[config.mk]
export PLATFORM = sky130hd
export DESIGN_NAME = spi_master_shifter
export DESIGN_NICKNAME = d
export VERILOG_FILES = /design/src/rtl/spi_master_shifter.sv
export SDC_FILE = /design/constraint.sdc
export NUM_CORES = 1
export LEC_CHECK = 0
export ABC_AREA = 1
export CORE_ASPECT_RATIO = 0.6
export CORE_MARGIN = 4
export CORE_UTILIZATION = 40
export CTS_BUF_LIST = sky130_fd_sc_hd__clkbuf_16
export DETAILED_ROUTE_END_ITERATION = 7
export GPL_TIMING_DRIVEN = 0
export PLACE_DENSITY_LB_ADDON = 0.12
export SLEW_MARGIN = 20
export SYNTH_ARGS = -nofsm -noshare
export SYNTH_HDL_FRONTEND = slang
export SYNTH_SLANG_ARGS = --single-unit
[constraint.sdc]
create_clock -name clk -period 1.9 [get_ports clk]
set_clock_uncertainty 0.05 [all_clocks]
set_input_delay 0.475 -clock clk [delete_from_list [all_inputs] [get_ports clk]]
set_output_delay 0.475 -clock clk [all_outputs]
set_load 0.02 [all_outputs]
[src/rtl/spi_master_shifter.sv]
`default_nettype none
// ============================================================================
//  Module   : spi_master_shifter
//  Purpose  : SPI mode-0 master shifter. One transfer of DATA_WIDTH bits,
//             MSB first, with a lead-in and trail-out half period around the
//             SCLK burst. All outputs come straight from flops.
//  Ports    : clk      - system clock, rising edge
//             rst      - asynchronous active-high reset
//             start    - transfer request, honoured only when idle
//             tx_data  - word to send, captured when start is accepted
//             miso     - serial data from slave
//             sclk     - SPI clock (idle low)
//             mosi     - serial data to slave
//             cs_n     - active-low slave select
//             rx_data  - last fully received word
//             busy     - transfer in progress
//             done     - one-cycle completion pulse
//  Revision : 1.0 - initial release
// ============================================================================
module spi_master_shifter #(
  parameter int DATA_WIDTH = 8,
  parameter int CLK_DIV    = 4
) (
  input  logic                  clk,
  input  logic                  rst,
  input  logic                  start,
  input  logic [DATA_WIDTH-1:0] tx_data,
  input  logic                  miso,
  output logic                  sclk,
  output logic                  mosi,
  output logic                  cs_n,
  output logic [DATA_WIDTH-1:0] rx_data,
  output logic                  busy,
  output logic                  done
);

  localparam int CNT_W = (CLK_DIV > 2) ? $clog2(CLK_DIV) : 1;
  localparam int BIT_W = $clog2(DATA_WIDTH + 1);

  typedef enum logic [1:0] {
    S_IDLE  = 2'd0,
    S_LEAD  = 2'd1,
    S_SHIFT = 2'd2,
    S_TRAIL = 2'd3
  } state_t;

  state_t                state_q,   state_d;
  logic [CNT_W-1:0]      cnt_q,     cnt_d;
  logic [BIT_W-1:0]      bit_cnt_q, bit_cnt_d;
  // The MSB is presented on mosi directly at load, so only the remaining
  // DATA_WIDTH-1 bits need to be kept for later shifting.
  logic [DATA_WIDTH-2:0] tx_sr_q,   tx_sr_d;
  logic [DATA_WIDTH-1:0] rx_sr_q,   rx_sr_d;
  logic [DATA_WIDTH-1:0] rx_data_q, rx_data_d;
  logic                  sclk_q,    sclk_d;
  logic                  mosi_q,    mosi_d;
  logic                  cs_n_q,    cs_n_d;
  logic                  busy_q,    busy_d;
  logic                  done_q,    done_d;
  logic                  tick;

  assign tick = (cnt_q == CNT_W'(CLK_DIV - 1));

  always_comb begin
    state_d   = state_q;
    // Free-running half-period counter; it wraps on tick, and every state
    // change happens on tick, so each state is entered with the count at 0.
    cnt_d     = tick ? '0 : cnt_q + CNT_W'(1);
    bit_cnt_d = bit_cnt_q;
    tx_sr_d   = tx_sr_q;
    rx_sr_d   = rx_sr_q;
    rx_data_d = rx_data_q;
    sclk_d    = sclk_q;
    mosi_d    = mosi_q;
    cs_n_d    = cs_n_q;
    busy_d    = busy_q;
    done_d    = 1'b0;

    case (state_q)
      S_IDLE: begin
        cnt_d  = '0;
        cs_n_d = 1'b1;
        sclk_d = 1'b0;
        mosi_d = 1'b0;
        busy_d = 1'b0;
        if (start) begin
          state_d   = S_LEAD;
          tx_sr_d   = tx_data[DATA_WIDTH-2:0];
          rx_sr_d   = '0;
          bit_cnt_d = '0;
          mosi_d    = tx_data[DATA_WIDTH-1];
          cs_n_d    = 1'b0;
          busy_d    = 1'b1;
        end
      end

      S_LEAD: begin
        if (tick) begin
          state_d = S_SHIFT;
        end
      end

      S_SHIFT: begin
        if (tick) begin
          if (!sclk_q) begin
            // Rising edge: slave data has been stable since the last fall.
            sclk_d    = 1'b1;
            rx_sr_d   = {rx_sr_q[DATA_WIDTH-2:0], miso};
            bit_cnt_d = bit_cnt_q + BIT_W'(1);
          end else begin
            sclk_d  = 1'b0;
            mosi_d  = tx_sr_q[DATA_WIDTH-2];
            tx_sr_d = tx_sr_q << 1;
            if (bit_cnt_q == BIT_W'(DATA_WIDTH)) begin
              state_d = S_TRAIL;
            end
          end
        end
      end

      S_TRAIL: begin
        if (tick) begin
          state_d   = S_IDLE;
          cs_n_d    = 1'b1;
          busy_d    = 1'b0;
          mosi_d    = 1'b0;
          done_d    = 1'b1;
          rx_data_d = rx_sr_q;
        end
      end

      default: begin
        state_d = S_IDLE;
      end
    endcase
  end

  always_ff @(posedge clk or posedge rst) begin
    if (rst) begin
      state_q   <= S_IDLE;
      cnt_q     <= '0;
      bit_cnt_q <= '0;
      tx_sr_q   <= '0;
      rx_sr_q   <= '0;
      rx_data_q <= '0;
      sclk_q    <= 1'b0;
      mosi_q    <= 1'b0;
      cs_n_q    <= 1'b1;
      busy_q    <= 1'b0;
      done_q    <= 1'b0;
    end else begin
      state_q   <= state_d;
      cnt_q     <= cnt_d;
      bit_cnt_q <= bit_cnt_d;
      tx_sr_q   <= tx_sr_d;
      rx_sr_q   <= rx_sr_d;
      rx_data_q <= rx_data_d;
      sclk_q    <= sclk_d;
      mosi_q    <= mosi_d;
      cs_n_q    <= cs_n_d;
      busy_q    <= busy_d;
      done_q    <= done_d;
    end
  end

  assign sclk    = sclk_q;
  assign mosi    = mosi_q;
  assign cs_n    = cs_n_q;
  assign rx_data = rx_data_q;
  assign busy    = busy_q;
  assign done    = done_q;

endmodule
`default_nettype wire

=== Word level (Yosys, flattened, before mapping) ===
Cells that the tools add are included.

* Input bits: 12
* Logic and storage cells: 72
* Bits in registers: 36

* Multiplexer cells: 36
* Add/sub/neg operators: 2
* Eq/ne operators: 12
* Reductions and logical operators: 11

{| class="wikitable"
|+ Operators with widths
! cell !! number
|-
| $mux W8 || 3
|-
| $mux W7 || 3
|-
| $mux W2 || 8
|-
| $pmux W8 S2 || 1
|-
| $ne A2 B2 Y1 const B || 7
|-
| $pmux W7 S2 || 1
|-
| $mux W4 || 3
|-
| $reduce_and A4 Y1 || 3
|-
| $mux W1 || 11
|-
| $pmux W2 S4 || 1
|-
| $pmux W4 S2 || 1
|-
| $eq A2 B2 Y1 const B || 3
|-
| $pmux W1 S2 || 3
|-
| $reduce_and A2 Y1 || 3
|-
| $reduce_and A6 Y1 || 1
|-
| $add A4 B1 Y4 const B || 1
|-
| $eq A4 B4 Y1 const B || 1
|-
| $reduce_bool A2 Y1 || 2
|-
| $pmux W1 S3 || 1
|-
| $reduce_bool A3 Y1 || 1
|-
| $add A2 B1 Y2 const B || 1
|-
| $eq A2 B1 Y1 const B || 1
|-
| $logic_not A2 Y1 || 1
|}

=== Logic depth before layout (Yosys ltp) ===
* Depth in word-level cells: 5
* Mapped depth: 10
* Mapped depth without buffers: 9

=== Worst setup path before layout ===
Ideal clock, no wire load.

* Kind: register -> register
* Start point: register state_q[0]
* End point: register tx_sr_q[0]
* Cell stages (with the launch flop): 10
* Setup slack: 0.377 ns
* Clock period less this slack: 1.523 ns
* Setup time: 0.117 ns
* Path buffers: 1
* Arrival time: 1.356 ns
* Path through: dfrtp_1 inv_1 ha_1 buf_2 nand2_1 nand2_2 nor2_8 inv_4 nand2_1 nand2_1

* Word-level cells in the longest chain between the ends: 3
* Elaborated cells between the ends (all ways): 8

{| class="wikitable"
|+ RTL lines
! element !! RTL line !! source
|-
| start, declared || 47 || <nowiki>state_t state_q, state_d;</nowiki>
|-
| start signal, assigned || 152 || <nowiki>state_q <= state_d;</nowiki>
|-
| $eq A2 B2 Y1 or $logic_not A2 Y1 (tied branches) || 79 || <nowiki>case (state_q)</nowiki>
|-
| $ne A2 B2 Y1 (no line) or $reduce_bool A2 Y1 (tied branches) || -- ||
|-
| $reduce_and A4 Y1 (no line) || -- ||
|-
| end signal, assigned || 155 || <nowiki>tx_sr_q <= tx_sr_d;</nowiki>
|-
| end, declared || 52 || <nowiki>logic [DATA_WIDTH-2:0] tx_sr_q, tx_sr_d;</nowiki>
|}

Parallel ways exist; a longest one is shown, timed or not.
A chain may end at the register's enable or synchronous reset.

=== Worst setup path after layout ===
* Start point: register busy_q, in the netlist busy
* End point: output port busy

{| class="wikitable"
|+ RTL lines
! element !! RTL line !! source
|-
| start, declared || 58 || <nowiki>logic busy_q, busy_d;</nowiki>
|-
| start signal, assigned || 161 || <nowiki>busy_q <= busy_d;</nowiki>
|-
| end, declared || 33 || <nowiki>output logic busy,</nowiki>
|}

No word-level cell between the ends.

==> out/metrics.csv <==
metric,value,unit
Final Wtd Congestion,0.7567,
synthesized area per cell,8.447,um^2
clock network power share,25.7,%
Initial Util,43.06,%
final core occ,55.23,%
CTS root buf,clkbuf_16,
# clock sinks,36,
routed wire length,3605,um
hold path start,tx_sr_q[3],
switching part of the total,40.27,%
Max Fanout on Critical Path,2,
total global routing overflow,0,
fmax,566.6,MHz
Final Setup Violations,0,
Worst-path clk slew,0.06,ns
dpl hpwl,2649,um
critical path class,flip-flop to output port,
final critical-path share of the clock period,92.89,%
met1 Track Usage GR,21.98,%
Clock Path Buffers,2,
via count,1422,
DRT iter0 DRCs,68,
"Clk Latency, worst-skew pair",0.28,ns
Std-Cell Core Area,4257,um^2
TritonCTS clock tree,done,
CP top delay family,buffers and inverters,
Hold Crit Class,flip-flop to flip-flop,
Final Hold Fails,0,
Die ar.,5765,um^2
number of remaining DRC errors,0,
synthesized instance count,217,
Worst Path Buf+Inv,1,
largest net degree at the start of global routing,23,
CP arrival,1.24,ns
cell-internal power,2.167,mW
initial antenna violation count,0,
relative slew slack,75.65,%
crit path capture type,output port,
met3 Use GR,4.461,%
Ys Warns,0,
Die X,95.39,um
I/O Buffers,24,
I/O pin count,25,
pwr dens,1543,nW/um^2
DR pass1 iterations,4,
fin. max-slew vios,0,
CP startpoint,busy,
fillers,396,
Worst Slack Setup Final,0.1352,ns
Syn-to-layout area delta,28.26,%
layout cells sized above 1,15.54,%
Switch Pwr,1.461,mW
max_cap viols,0,
Worst Tran Pin Value,0.3647,ns
sequential area share after synthesis,49.22,%
met2 Use GR,18.71,%
FP Rows,18,
layer with the highest usage,met1,
crit start category,flip-flop,
dpl ws,0.1101,ns
Max rail drop VDD,0.7575,mV
TritonCTS Buffers,5,
status,"complete, no violations",
Leak Pwr,1.199,nW
Die Ht,60.44,um
final net count,272,
# diodes,0,
Logic pwr share,43.9,%
syn_nets,239,
first-pass GRT wire length,6099,um
RSZ-0062 raised after global routing,no,
"Cell Area, Synth",1833,um^2
H-tree levels,2,
vias in the first global route,1269,
post-route ant nets,0,
drt via density,4.572,
post-route minimum period,1.765,ns
highest-delay cell along the critical path,clkdlybuf4s50_1,
Yosys cell types,23,
Wirelength per Cell,11.59,um
worst path required time,1.37,ns
Total GRT Usage,14.23,%
crit-path cells,clkdlybuf4s50_1,
Synth Register Bits,36,
Flop pwr share,30.4,%
Reg-to-Reg Start,state_q[0],
"slowest stage delay, CP",0.60,ns
cell usage after synthesis, drive strengths merged:
master,count,area [um^2]
buf,5,43.79
nand2,106,412.9
inv,21,81.33
o22ai,1,6.260
ha,10,125.1
nor3,1,5.000
nor2,6,38.79
nand4,3,18.77
dfstp,1,26.28
nand3,6,30.03
o21a,1,7.510
xor2,1,8.760
o21ai,20,152.7
dfrtp,35,875.8
metrics by stage:
stage          hold slack (ns)  cells  setup TNS, ns  total power, mW  cell area, um^2
5_1_grt                 0.4494    311              0            3.912             2351
3_3_place_gp            0.4091    301         -11.00            2.679             2148
2_1_floorplan           0.3917    217              0            2.291             1833
4_1_cts                 0.4258    310              0            3.640             2341
3_5_place_dp            0.4127    302              0            2.702             2176
6_report                0.4229    311              0            3.628             2351
layout by cell type (no fill, tap or decap), drive strengths merged, types with 5 or more instances in the layout:
master	n
clkbuf	5
inv	21
o21ai	20
nand2	106
buf	7
clkdlybuf4s50	22
nand3	6
ha	10
dfrtp	35
nor2	6
cell type report:
class | instances | area [um^2] | area share, %
Sequential cell | 36 | 902.1 | 38.37
Buffer | 5 | 43.79 | 1.863
Tap cell | 60 | 75.07 | 3.193
Multi-Input combinational cell | 155 | 808.3 | 34.38
Clock buffer | 5 | 125.1 | 5.322
Clock inverter | 3 | 42.54 | 1.809
Timing Repair Buffer | 26 | 272.8 | 11.60
Inverter | 21 | 81.33 | 3.459
worst paths after layout:
kind | to | slack (ns) | cells past startpoint
worst max-delay path | busy | 0.14 | 1
worst min-delay path | tx_sr_q[3] | 0.42 | 2
worst max register to register | tx_sr_q[1] | 0.15 | 9
worst min register to register | tx_sr_q[3] | 0.42 | 2
max in group asynchronous | cs_n | 0.86 | 3
min in group asynchronous | rx_data[4] | 0.44 | 2
layer usage:
| metal | vias up | routed length [um] |
|---|---|---|
| met5 | - | 0 |
| met2 | 26 | 1339 |
| met3 | 4 | 192 |
| li1 | 742 | - |
| met1 | 650 | 2034 |
| met4 | 0 | 38 |
cells by family (layout without fill, tap and decap cells):
| logic type | after synthesis | in the layout | share of synthesized area [%] |
|---|---|---|---|
| DFF | 36 | 36 | 49.22 |
| adders and majority gates | 10 | 10 | 6.826 |
| AOI/OAI and AO/OA | 22 | 22 | 9.079 |
| buffers and inverters | 26 | 60 | 6.826 |
| and+or+nand+nor | 122 | 122 | 27.58 |
| xor gates and xnor gates | 1 | 1 | 0.4779 |
registers in the layout, indices dropped and copies added (netlist names):
signal and cells:
cnt_q 2, state_q 2, done 1, mosi 1, sclk 1, rx_sr_q 8, cs_n 1, rx_data 8
bit_cnt_q 4, tx_sr_q 7, busy 1
power groups by stage:
| stage | Combinational, mW | Sequential, mW | Clock (mW) |
|---|---|---|---|
| 2_1_floorplan | 1.15 | 1.14 | 0 |
| 6_report | 1.59 | 1.10 | 0.931 |
| 5_1_grt | 1.80 | 1.13 | 0.984 |
| 3_3_place_gp | 1.57 | 1.11 | 0 |
| 4_1_cts | 1.59 | 1.11 | 0.949 |
| 3_5_place_dp | 1.59 | 1.11 | 0 |
what timing repair did:
| action | 4_1_cts | 5_1_grt |
|---|---|---|
| setup endpoints to repair | 2 | 2 |
| hold buffers | 0 | 0 |
| gates resized for setup | 2 | 1 |
| setup buffers | 0 | 1 |
(Power assumes the default switching activity.)
